### config.mk
export PLATFORM = sky130hd
export DESIGN_NAME = imm_gen_pipe_flat
export DESIGN_NICKNAME = d
export VERILOG_FILES = /design/src/rtl/imm_gen_pipe_if.sv /design/src/rtl/imm_gen_pipe.sv /design/src/flat_wrapper.sv
export SDC_FILE = /design/constraint.sdc
export NUM_CORES = 1
export LEC_CHECK = 0
export BUFFER_PORTS_ARGS = -buffer_cell sky130_fd_sc_hd__buf_2
export CORE_MARGIN = 3
export CORE_UTILIZATION = 40
export CTS_CLUSTER_DIAMETER = 200
export CTS_CLUSTER_SIZE = 14
export DETAILED_ROUTE_END_ITERATION = 10
export SYNTH_ARGS = -nofsm -noshare
export SYNTH_HDL_FRONTEND = slang
export SYNTH_SLANG_ARGS = --single-unit
export TNS_END_PERCENT = 20
### constraint.sdc
create_clock -name clk -period 2.55 [get_ports clk]
set_input_delay 0.3825 -clock clk [delete_from_list [all_inputs] [get_ports clk]]
set_output_delay 0.3825 -clock clk [all_outputs]
set_load 0.02 [all_outputs]
### src/rtl/imm_gen_pipe_if.sv
// imm_gen_pipe_if: groups the instruction-in and immediate-out handshakes of imm_gen_pipe.
//   in_valid / in_ready / instruction : upstream (fetch/decode) side
//   out_valid / out_ready / imm / fmt : downstream (ALU / branch-target) side
//   master : the environment driving instructions and consuming immediates
//   slave  : the immediate generator itself
interface imm_gen_pipe_if #(
   parameter int unsigned XLEN = 64
);
   logic            in_valid;
   logic            in_ready;
   logic [31:0]     instruction;
   logic            out_valid;
   logic            out_ready;
   logic [XLEN-1:0] imm;
   logic [2:0]      fmt;

   modport master (
      output in_valid, instruction, out_ready,
      input  in_ready, out_valid, imm, fmt
   );

   modport slave (
      input  in_valid, instruction, out_ready,
      output in_ready, out_valid, imm, fmt
   );
endinterface

### src/rtl/imm_gen_pipe.sv
// imm_gen_pipe: LEGv8 immediate generator followed by a STAGES-deep elastic pipeline.
//   clk   : rising-edge clock
//   rst   : synchronous active-high reset (clears valids, imm and fmt)
//   flush : synchronous kill of every in-flight entry and of the current input
//   bus   : imm_gen_pipe_if.slave (instruction in, imm/fmt out, valid/ready both sides)
module imm_gen_pipe #(
   parameter int unsigned XLEN     = 64,
   parameter int unsigned STAGES   = 1,
   parameter int unsigned SCALE_BR = 1
) (
   input logic            clk,
   input logic            rst,
   input logic            flush,
   imm_gen_pipe_if.slave  bus
);
   localparam logic [2:0] FMT_NONE = 3'd0;
   localparam logic [2:0] FMT_I    = 3'd1;
   localparam logic [2:0] FMT_D    = 3'd2;
   localparam logic [2:0] FMT_B    = 3'd3;
   localparam logic [2:0] FMT_CB   = 3'd4;
   localparam logic [2:0] FMT_IW   = 3'd5;

   logic [31:0]     ins;
   logic [63:0]     full;
   logic [XLEN-1:0] dec_imm;
   logic [2:0]      dec_fmt;

   assign ins = bus.instruction;

   // Format decode in priority order; the result is built at 64 bits and truncated to XLEN,
   // which also zeroes XLEN=32 wide-move results with hw >= 2.
   always_comb begin
      full    = 64'd0;
      dec_fmt = FMT_NONE;
      if (ins[31:26] == 6'd5 || ins[31:26] == 6'd37) begin
         dec_fmt = FMT_B;
         full    = {{38{ins[25]}}, ins[25:0]};
         if (SCALE_BR == 1) full = full << 2;
      end else if (ins[31:24] == 8'd180 || ins[31:24] == 8'd181 || ins[31:24] == 8'd84) begin
         dec_fmt = FMT_CB;
         full    = {{45{ins[23]}}, ins[23:5]};
         if (SCALE_BR == 1) full = full << 2;
      end else if (ins[31:21] == 11'd1986 || ins[31:21] == 11'd1984) begin
         dec_fmt = FMT_D;
         full    = {{55{ins[20]}}, ins[20:12]};
      end else if (ins[31:22] == 10'd580 || ins[31:22] == 10'd836 ||
                   ins[31:22] == 10'd584 || ins[31:22] == 10'd712) begin
         dec_fmt = FMT_I;
         full    = {52'd0, ins[21:10]};
      end else if (ins[31:23] == 9'd421 || ins[31:23] == 9'd485) begin
         dec_fmt = FMT_IW;
         full    = {48'd0, ins[20:5]} << {ins[22:21], 4'd0};
      end
      dec_imm = full[XLEN-1:0];
   end

   logic [STAGES-1:0] v_q;
   logic [XLEN-1:0]   imm_q [STAGES];
   logic [2:0]        fmt_q [STAGES];
   logic [STAGES-1:0] load;
   logic [STAGES-1:0] up_v;
   logic [XLEN-1:0]   up_imm [STAGES];
   logic [2:0]        up_fmt [STAGES];

   // Stage k may load when it, or any stage after it, has a free slot or the consumer drains.
   // Stage 0 is fed by the decoder, every later stage by its predecessor.
   for (genvar k = 0; k < STAGES; k++) begin : g_stage
      assign load[k] = bus.out_ready || !(&v_q[STAGES-1:k]);
      if (k == 0) begin : g_head
         assign up_v[k]   = bus.in_valid;
         assign up_imm[k] = dec_imm;
         assign up_fmt[k] = dec_fmt;
      end else begin : g_body
         assign up_v[k]   = v_q[k-1];
         assign up_imm[k] = imm_q[k-1];
         assign up_fmt[k] = fmt_q[k-1];
      end
   end

   // Stage registers: a loading stage takes its upstream entry (or goes empty); flush empties all.
   always_ff @(posedge clk) begin
      if (rst) begin
         v_q <= '0;
         for (int k = 0; k < STAGES; k++) begin
            imm_q[k] <= '0;
            fmt_q[k] <= '0;
         end
      end else begin
         for (int k = 0; k < STAGES; k++) begin
            if (load[k]) begin
               v_q[k] <= up_v[k] && !flush;
               if (up_v[k]) begin
                  imm_q[k] <= up_imm[k];
                  fmt_q[k] <= up_fmt[k];
               end
            end else if (flush) begin
               v_q[k] <= 1'b0;
            end
         end
      end
   end

   assign bus.in_ready  = load[0];
   assign bus.out_valid = v_q[STAGES-1];
   assign bus.imm       = imm_q[STAGES-1];
   assign bus.fmt       = fmt_q[STAGES-1];
endmodule

### src/flat_wrapper.sv
// flat-port wrapper written by rule: the top's interface ports become plain ports
module imm_gen_pipe_flat 
#(
   parameter int unsigned XLEN     = 64,
   parameter int unsigned STAGES   = 1,
   parameter int unsigned SCALE_BR = 1
)
  (clk, rst, flush, bus_in_valid, bus_instruction, bus_out_ready, bus_in_ready, bus_out_valid, bus_imm, bus_fmt);
  imm_gen_pipe_if #(.XLEN(XLEN)) bus_i ();
  input logic clk;
  input logic rst;
  input logic flush;
  input wire logic [$bits(bus_i.in_valid)-1:0] bus_in_valid;
  input wire logic [$bits(bus_i.instruction)-1:0] bus_instruction;
  input wire logic [$bits(bus_i.out_ready)-1:0] bus_out_ready;
  output wire logic [$bits(bus_i.in_ready)-1:0] bus_in_ready;
  output wire logic [$bits(bus_i.out_valid)-1:0] bus_out_valid;
  output wire logic [$bits(bus_i.imm)-1:0] bus_imm;
  output wire logic [$bits(bus_i.fmt)-1:0] bus_fmt;
  assign bus_i.in_valid = bus_in_valid;
  assign bus_i.instruction = bus_instruction;
  assign bus_i.out_ready = bus_out_ready;
  assign bus_in_ready = bus_i.in_ready;
  assign bus_out_valid = bus_i.out_valid;
  assign bus_imm = bus_i.imm;
  assign bus_fmt = bus_i.fmt;
  imm_gen_pipe #(.XLEN(XLEN), .STAGES(STAGES), .SCALE_BR(SCALE_BR)) u_core (.clk(clk), .rst(rst), .flush(flush), .bus(bus_i));
endmodule
### Word-level counts from Yosys, hierarchy flattened

Memory sizes are Yosys's and may differ from the RTL's.
Cells that the tools add are included.

* output and inout bits: 69
* memory bits (writable): 67
* register bits after elaboration: 1
* logic and storage cells: 54
* input port bits: 37
* memories kept: 2

Memory list
* u_core.imm_q: words 1, bits a word 64, read ports 1, clocked after Yosys merged registers in 0, wr ports 1, RTL line imm_gen_pipe.sv:58 `logic [XLEN-1:0] imm_q [STAGES];`
* u_core.fmt_q: words 1, bits a word 3, read ports 1, clocked after Yosys merged registers in 0, wr ports 1, RTL line imm_gen_pipe.sv:59 `logic [2:0] fmt_q [STAGES];`

* shift-type cells: 1
* reduce and logical (&&, ||, !) cells: 15
* equality and inequality tests: 13
* multiplexer cells: 22

Operator list (count)
* $mux 64: 6
* $reduce_or 64->1: 1
* $shl 16x6->64: 1
* $eq 10x10->1 const B: 4
* $eq 11x11->1 const B: 2
* $eq 9x9->1 const B: 2
* $mux 3: 6
* $eq 8x8->1 const B: 2
* $mux 1: 10
* $logic_or 1x1->1: 9
* $eq 8x7->1 const B: 1
* $eq 6x3->1 const B: 1
* $eq 6x6->1 const B: 1
* $reduce_or 3->1: 1
* $logic_not 1->1: 2
* $reduce_bool 2->1: 1
* $logic_and 1x1->1: 1

### Logic depth before layout (Yosys ltp)

Gate-level depths: netlist of the first run.

* depth in word-level cells: 9
* depth in mapped cells: 6
* gate-level depth less buffers: 4

### Worst setup path after synthesis of the first run

No wires, ideal clock.

* kind: input -> register
* start: input port bus_out_ready
* end: memory u_core.fmt_q[0][0], enable pin
* setup time: 0.424 ns
* path buffers: 0
* data required time: 2.126 ns
* stages on the path: 2
* arrival time: 2.122 ns
* path slack: 0.004 ns
* cell sequence: nand2b_1 -> a21o_1

* word-level cells in the longest chain between the ends: 6

RTL lines
* start, declared: RTL line flat_wrapper.sv:15 `input wire logic [$bits(bus_i.out_ready)-1:0] bus_out_ready;`
* $logic_or 1x1->1 *: RTL line imm_gen_pipe.sv:68 `assign load[k] = bus.out_ready || !(&v_q[STAGES-1:k]);`
* $mux 1 *: RTL line imm_gen_pipe.sv:90 `if (load[k]) begin`
* $mux 1 *: RTL line imm_gen_pipe.sv:82 `if (rst) begin`
* $mux 1 (implied by the code) *: RTL line imm_gen_pipe.sv:94 `fmt_q[k] <= up_fmt[k];`
* $reduce_or 3->1 (no source line)
* $mux 1 (no source line) *
* end, declared: RTL line imm_gen_pipe.sv:59

Mark *: on every way between the ends. The rest lies on a longest branch, timed or not.

### Final worst setup path of the first run

* start: input port bus_instruction[26]
* end: memory u_core.imm_q[0][21] (data pin)

* word-level cells in the longest chain between the ends: 9
* elaborated cells between the ends (all ways): 27
* those cells by class: eq/ne: 13; mux: 6; reduce/logical: 8

RTL lines
* start, declared: RTL line flat_wrapper.sv:14 `input wire logic [$bits(bus_i.instruction)-1:0] bus_instruction;`
* $eq 10x10->1: RTL line imm_gen_pipe.sv:46 `end else if (ins[31:22] == 10'd580 || ins[31:22] == 10'd836 ||`
* $logic_or 1x1->1 (2 in series): RTL line imm_gen_pipe.sv:46
* $logic_or 1x1->1: RTL line imm_gen_pipe.sv:47 `ins[31:22] == 10'd584 || ins[31:22] == 10'd712) begin`
* $mux 64: RTL line imm_gen_pipe.sv:46
* $mux 64: RTL line imm_gen_pipe.sv:43 `end else if (ins[31:21] == 11'd1986 || ins[31:21] == 11'd1984) begin`
* $mux 64: RTL line imm_gen_pipe.sv:39 `end else if (ins[31:24] == 8'd180 || ins[31:24] == 8'd181 || ins[31:24] == 8'd84) begin`
* $mux 64 *: RTL line imm_gen_pipe.sv:35 `if (ins[31:26] == 6'd5 || ins[31:26] == 6'd37) begin`
* $mux 64 (no source line) *
* end, declared: RTL line imm_gen_pipe.sv:58

Marks and branches as above.

==> flow_summary.toml, run 1 <==
[run_status]
status = "finished, final reports clean"

[setup_path]
crit_slowest_cell = "nor4_4"
required_ps = 2710
cp.arrival_ps = 2050
worst_setup_path_start_kind = "primary input"
crit_chain = "buf_2 > nand2b_1 > buf_4 > nor4_4 > buf_4 > a211oi_1 > o21ai_0"
max_stage_delay_ps = 460
end_kind = "flip-flop"
crit_fanout = 10
worstSetupPathType = "primary input to flip-flop"
cpMostUsedCell = "buf_4"

[timing]
setup_violations = 0
max_freq_mhz = 529
worstMarginPinSlew_ps = 530
fin_tns_setup_ps = 0
finalClockSkew_ps = 5.78
period_needed_ps = 1890
whs_ps = 203
slew_headroom = 0.644
timing.final.hold_violations = 0
fin_crit_sh = 0.742
maxSlewViolCount = 0
rsz0062_at_grt = "no"

[job]
maxCapViolCount = 0

[synth]
syn_area_per_cell_um2 = 11.3
synth_area_leaders = "edfxtp_1, a211oi_1, o21ai_0, nor4_4, o31ai_1"
ys_seq_area_frac = 0.530
synth_xor_area_frac = 0
ys_types = 50
muxShareOfSynthArea = 0
syn-instance-count = 340
synthAdderAreaFrac = 0
ys_warn_count = 0
syn-cell-area_um2 = 3840
synth-async-reset-ratio = 0
yosysTopAreaCell = "edfxtp_1"
synth_compound_area_frac = 0.268
synth_most_common_cell = "edfxtp_1"
netlist.area_leader.share = 0.524
synth-simple-area-share = 0.142
synth_edf_count = 67
ys_ff_latch = 68
synth_nets = 377
synth_top_family_by_area = "compound AO/OA/AOI/OAI gates"
ys.flop_type = "edfxtp_1"
ys_top_cells_by_count = "edfxtp_1, a211oi_1, o21ai_0"

[floorplanning]
initial_utilization = 0.413
ios = 106
die_x_um = 104
fp.coreArea_um2 = 9280
die_height_um = 104
rows = 35
dieArea_um2 = 10800

[final_layout]
nFillCells = 889
regArea_um2 = 2030
syn2layout_area_growth_pct = 21.6
design_area_um2 = 4660
nets = 469
drive_gt1_frac = 0.358
diodes = 0
multi_input_area_um2 = 1590

[cts]
clk-insertion-delay-late_ps = 330
ctsHoldBuffers = 0
clkSlewWorstSetupHoldPaths_ps = 70
cts_num_sinks = 68
postCtsSetupRepairBufs = 0
h-tree-depth = 3
cts_root_buffer = "clkbuf_8"
numCtsBuffers = 9
cts_buffer_depth = 2
tritoncts = "built"
cts_resized = 0

[drt]
wl_per_cell_um = 20.1
first_pass_iters = 7
vias = 3361
vias_per_cell = 5.95
drt-initial-drc-count = 444
ant_nets = 0
routed_wirelength_mm = 11.4
drcViolationCount = 0

[global_routing]
use_met2 = 0.338
overflow = 0
grtUsageMet3 = 0.0472
antenna_found_initial = 0
grt_max_degree = 53
grt_pass1_vias = 3193
busiest_layer = "met2"
grt_first_pass_wirelength_mm = 17.8
track_usage = 0.208
met1_usage = 0.282

[placement]
portBuffers = 105
globalplace.congestion = 0.874
detailed_place_hpwl_mm = 7.63
place_area_um2 = 4510

[pwr]
p_leak_nw = 1.79
p_per_area_nw_per_um2 = 511
peakVddDrop_mv = 0.221

[min_path]
hold_class = "primary input to flip-flop"
[registers in the layout, summed over array words and instances (netlist names)]
register,flops
u_core.fmt_q,3
u_core.bus.out_valid,1
u_core.imm_q,64
[path summary, 6_finish.rpt]
check	start	end	slack (ps)	cells after the start
setup / recovery	bus_instruction[26]	u_core.imm_q[0][21]	660	7
hold / removal	flush	u_core.bus.out_valid	200	2
setup reg to reg	u_core.bus.out_valid	u_core.imm_q[0][4]	780	5
hold reg to reg	u_core.bus.out_valid	u_core.bus.out_valid	570	2
[cell families after synthesis]
logic type / count (synthesis)
flip-flops: 68
AO/OA/AOI/OAI: 150
AND/OR/NAND/NOR: 73
buffers and inverters: 49
[critical path: cells and delay by family]
kind	cells	cell delay, ps
simple gates	2	750
buf+inv	3	630
compound gates	2	290
[area by class of cell]
class / instances / share of cell area
clock buffer: 10 / 0.0274
clock inverter: 5 / 0.00644
inverter: 7 / 0.00563
multi-input combinational: 223 / 0.340
sequential: 68 / 0.436
tap: 129 / 0.0346
timing repair buffer: 123 / 0.150
[layer usage]
metal | vias to the layer above | wire [um]
met1 | 1612 | 4830
met4 | 0 | 150
met5 | - | 0
met2 | 173 | 5420
li1 | 1561 | -
met3 | 15 | 980
[per-stage QoR]
stage,std cells,power [mW],worst slack [ps],util
3_3_place_gp,550,1.66,345,0.485
5_1_grt,565,2.48,550,0.502
6_report,565,2.38,659,0.502
2_1_floorplan,340,1.51,4.33,-
4_1_cts,565,2.40,681,0.502
3_5_place_dp,550,1.66,317,0.485
[cells in the final DEF (no fill, tap or decap), drive strengths merged, types with 3 or more instances in the layout]
cell type and instances:
buf 123, edfxtp 67, a211oi 51, o21ai 44
nor2 16, nand3 13, o31ai 10, clkbuf 10
a22oi 9, a21oi 8, nor4 8, inv 7
a221oi 6, nand2b 6, nor3 6, nand2 5
o32ai 5, nor3b 4, o211ai 4, o221ai 3
clkinv 3
[where the power goes]
group / switching (mW) / internal (mW)
clock: 0.403 / 0.342
sequential: 0.0157 / 1.28
combinational: 0.245 / 0.0974
total: 0.663 / 1.72
No activity file was read; power rests on OpenSTA's default activity.
==> inputs of run 2 (changes only) <==
- ABC_AREA: unset -> 1
- PLACE_DENSITY: unset -> 0.65
- clock period: 2.55 -> 1.7 ns (I/O delays scaled with it)
==> flow_summary.toml, run 2 <==
[floorplanning]
rows = 37
die_x_um = 110
fp.coreArea_um2 = 10400
die_height_um = 110
initial_utilization = 0.413
ios = 106
dieArea_um2 = 12000

[synth]
synth_edf_count = 67
ys.flop_type = "edfxtp_1"
ys_warn_count = 0
syn-instance-count = 574
syn_area_per_cell_um2 = 7.50
yosysTopAreaCell = "edfxtp_1"
synth_area_leaders = "edfxtp_1, nand2_1, nand3_1, nand4_1, nor2_1"
synth_most_common_cell = "nand2_1"
synth-async-reset-ratio = 0
synth_nets = 611
ys_seq_area_frac = 0.472
syn-cell-area_um2 = 4310
ys_ff_latch = 68
netlist.area_leader.share = 0.467
ys_types = 31
ys_top_cells_by_count = "nand2_1, edfxtp_1, nand3_1"

[final_layout]
final_util = 0.516
design_area_um2 = 5380
final_common_cell = "nand2_1"
nets = 728
largest-register = "u_core.imm_q"
diodes = 0
syn2layout_area_growth_pct = 24.9
drive_gt1_frac = 0.266
mostFrequentLayoutCells = "nand2_1, buf_2, edfxtp_1"
finalNonFillerCells = 831
nFillCells = 1007
largest_register_ffs = 64

[cts]
ctsHoldBuffers = 0
numCtsBuffers = 9
cts_buffer_depth = 2
clkSlewWorstSetupHoldPaths_ps = 80
cts_root_buffer = "clkbuf_8"
h-tree-depth = 3
clk-insertion-delay-late_ps = 360
tritoncts = "built"
cts_num_sinks = 68

[timing]
rsz0062_at_grt = "no"
fin_crit_sh = 0.893
maxSlewViolCount = 0
whs_ps = 43.4
period_needed_ps = 1520
slew_headroom = 0.699
max_freq_mhz = 659
worstMarginPinSlew_ps = 448
finalClockSkew_ps = 11.6
setup_violations = 0
timing.final.hold_violations = 0

[setup_path]
end_kind = "flip-flop"
crit_chain = "nand2_1 > nand3_1 > nor2_2 > o21ai_2 > inv_4 > nand2_1 > nand2_1"
crit_slowest_cell = "dfxtp_1"
crit_fanout = 39
required_ps = 1920
worst_setup_path_start_kind = "flip-flop"
r2r_slack_ps = 180
worstSetupPathType = "flip-flop to flip-flop"
timing.rr.end = "u_core.imm_q[0][54]"
cpMostUsedCell = "nand2_1"
reg2reg_from = "u_core.bus.out_valid"
max_stage_delay_ps = 330
r2r_cells = 7
cp.arrival_ps = 1740

[pwr]
switching_share = 0.297
power_mw = 3.70
peakVddDrop_mv = 0.354
seqPwrFrac = 0.524
p_per_area_nw_per_um2 = 689
p_leak_nw = 2.94
switching_power_mw = 1.10
p_comb_frac = 0.169
clkPwrFrac = 0.307
p_int_mw = 2.60

[drt]
first_pass_iters = 5
ant_nets = 0
routed_wirelength_mm = 13.7
drcViolationCount = 0
wl_per_cell_um = 16.5
vias_per_cell = 5.21
drt-initial-drc-count = 386
vias = 4331

[min_path]
hold_end = "u_core.bus.out_valid"
worstHoldStart = "flush"
whs_path_depth = 2
hold_class = "primary input to flip-flop"

[global_routing]
grt_first_pass_wirelength_mm = 20.9
grt_max_degree = 43
track_usage = 0.232
antenna_found_initial = 0
grt_pass1_vias = 3850
overflow = 0

[run_status]
status = "finished, final reports clean"

[placement]
detailed_place_hpwl_mm = 9.85
portBuffers = 105
place_area_um2 = 5220
dp_cells = 816
globalplace.congestion = 0.954

[job]
maxCapViolCount = 0
==> run 2: cells by family after synthesis <==
| logic type | count (synthesis) | share of synthesized area |
|---|---|---|
| buffers and inverters | 79 | 0.0799 |
| and+or+nand+nor | 397 | 0.411 |
| AOI/OAI and AO/OA | 30 | 0.0378 |
| DFF | 68 | 0.472 |
==> run 2: worst max-delay path: cells and delay by family (launching register included) <==
kind	cells	cell delay (ps)
AOI/OAI and AO/OA	1	100
buffers and inverters	1	280
DFF	1	330
and+or+nand+nor	5	660
==> run 2: area by class of cell <==
cell class | instances | area, um2 | share of cell area
flip-flops and latches | 68 | 2030 | 0.378
multi-input cells | 427 | 1940 | 0.360
repair buffers | 145 | 926 | 0.172
well taps | 136 | 170 | 0.0316
inverters | 40 | 155 | 0.0289
clock buffers | 9 | 124 | 0.0230
clock inverters | 6 | 32.5 | 0.00605
==> run 2: what timing repair did <==
item | 4_1_cts | 5_1_grt
endpoints found under the setup margin | 2 | 0
gates resized for setup | 1 | 0
buffers inserted | 0 | 0
==> run 2: power by group through the flow <==
stage	logic, mW	registers [mW]	clock network [mW]
3_3_place_gp	0.622	1.98	0
4_1_cts	0.624	1.94	1.17
6_report	0.626	1.94	1.14
2_1_floorplan	0.219	2.10	0
5_1_grt	0.676	1.95	1.23
3_5_place_dp	0.622	1.98	0
==> run 2: how the worst max path moves through the flow <==
stage	cells past startpoint	startpoint	end	slack [ps]
final	7	u_core.bus.out_valid	u_core.imm_q[0][54]	180
after global routing	7	u_core.bus.out_valid	u_core.imm_q[0][36]	30
after CTS	7	u_core.bus.out_valid	u_core.imm_q[0][53]	170
after detailed placement	9	bus_instruction[30]	u_core.imm_q[0][53]	-30
after global placement	9	bus_instruction[30]	u_core.imm_q[0][38]	-8
after floorplan	6	u_core.bus.out_valid	u_core.imm_q[0][34]	70
==> run 2: through the flow <==
step | TNS [ps] | worst slack [ps]
6_report | 0 | 182
5_1_grt | 0 | 34.8
3_3_place_gp | -49.6 | -8.28
4_1_cts | 0 | 173
3_5_place_dp | -453 | -32.9
2_1_floorplan | 0 | 66.0
==> run 2: metal layers <==
metal,track usage,vias up,share of wire
met2,0.362,198,0.46
met1,0.320,1961,0.43
met5,0,-,0
met3,0.0382,27,0.082
li1,-,2145,-
met4,0.0980,0,0.030
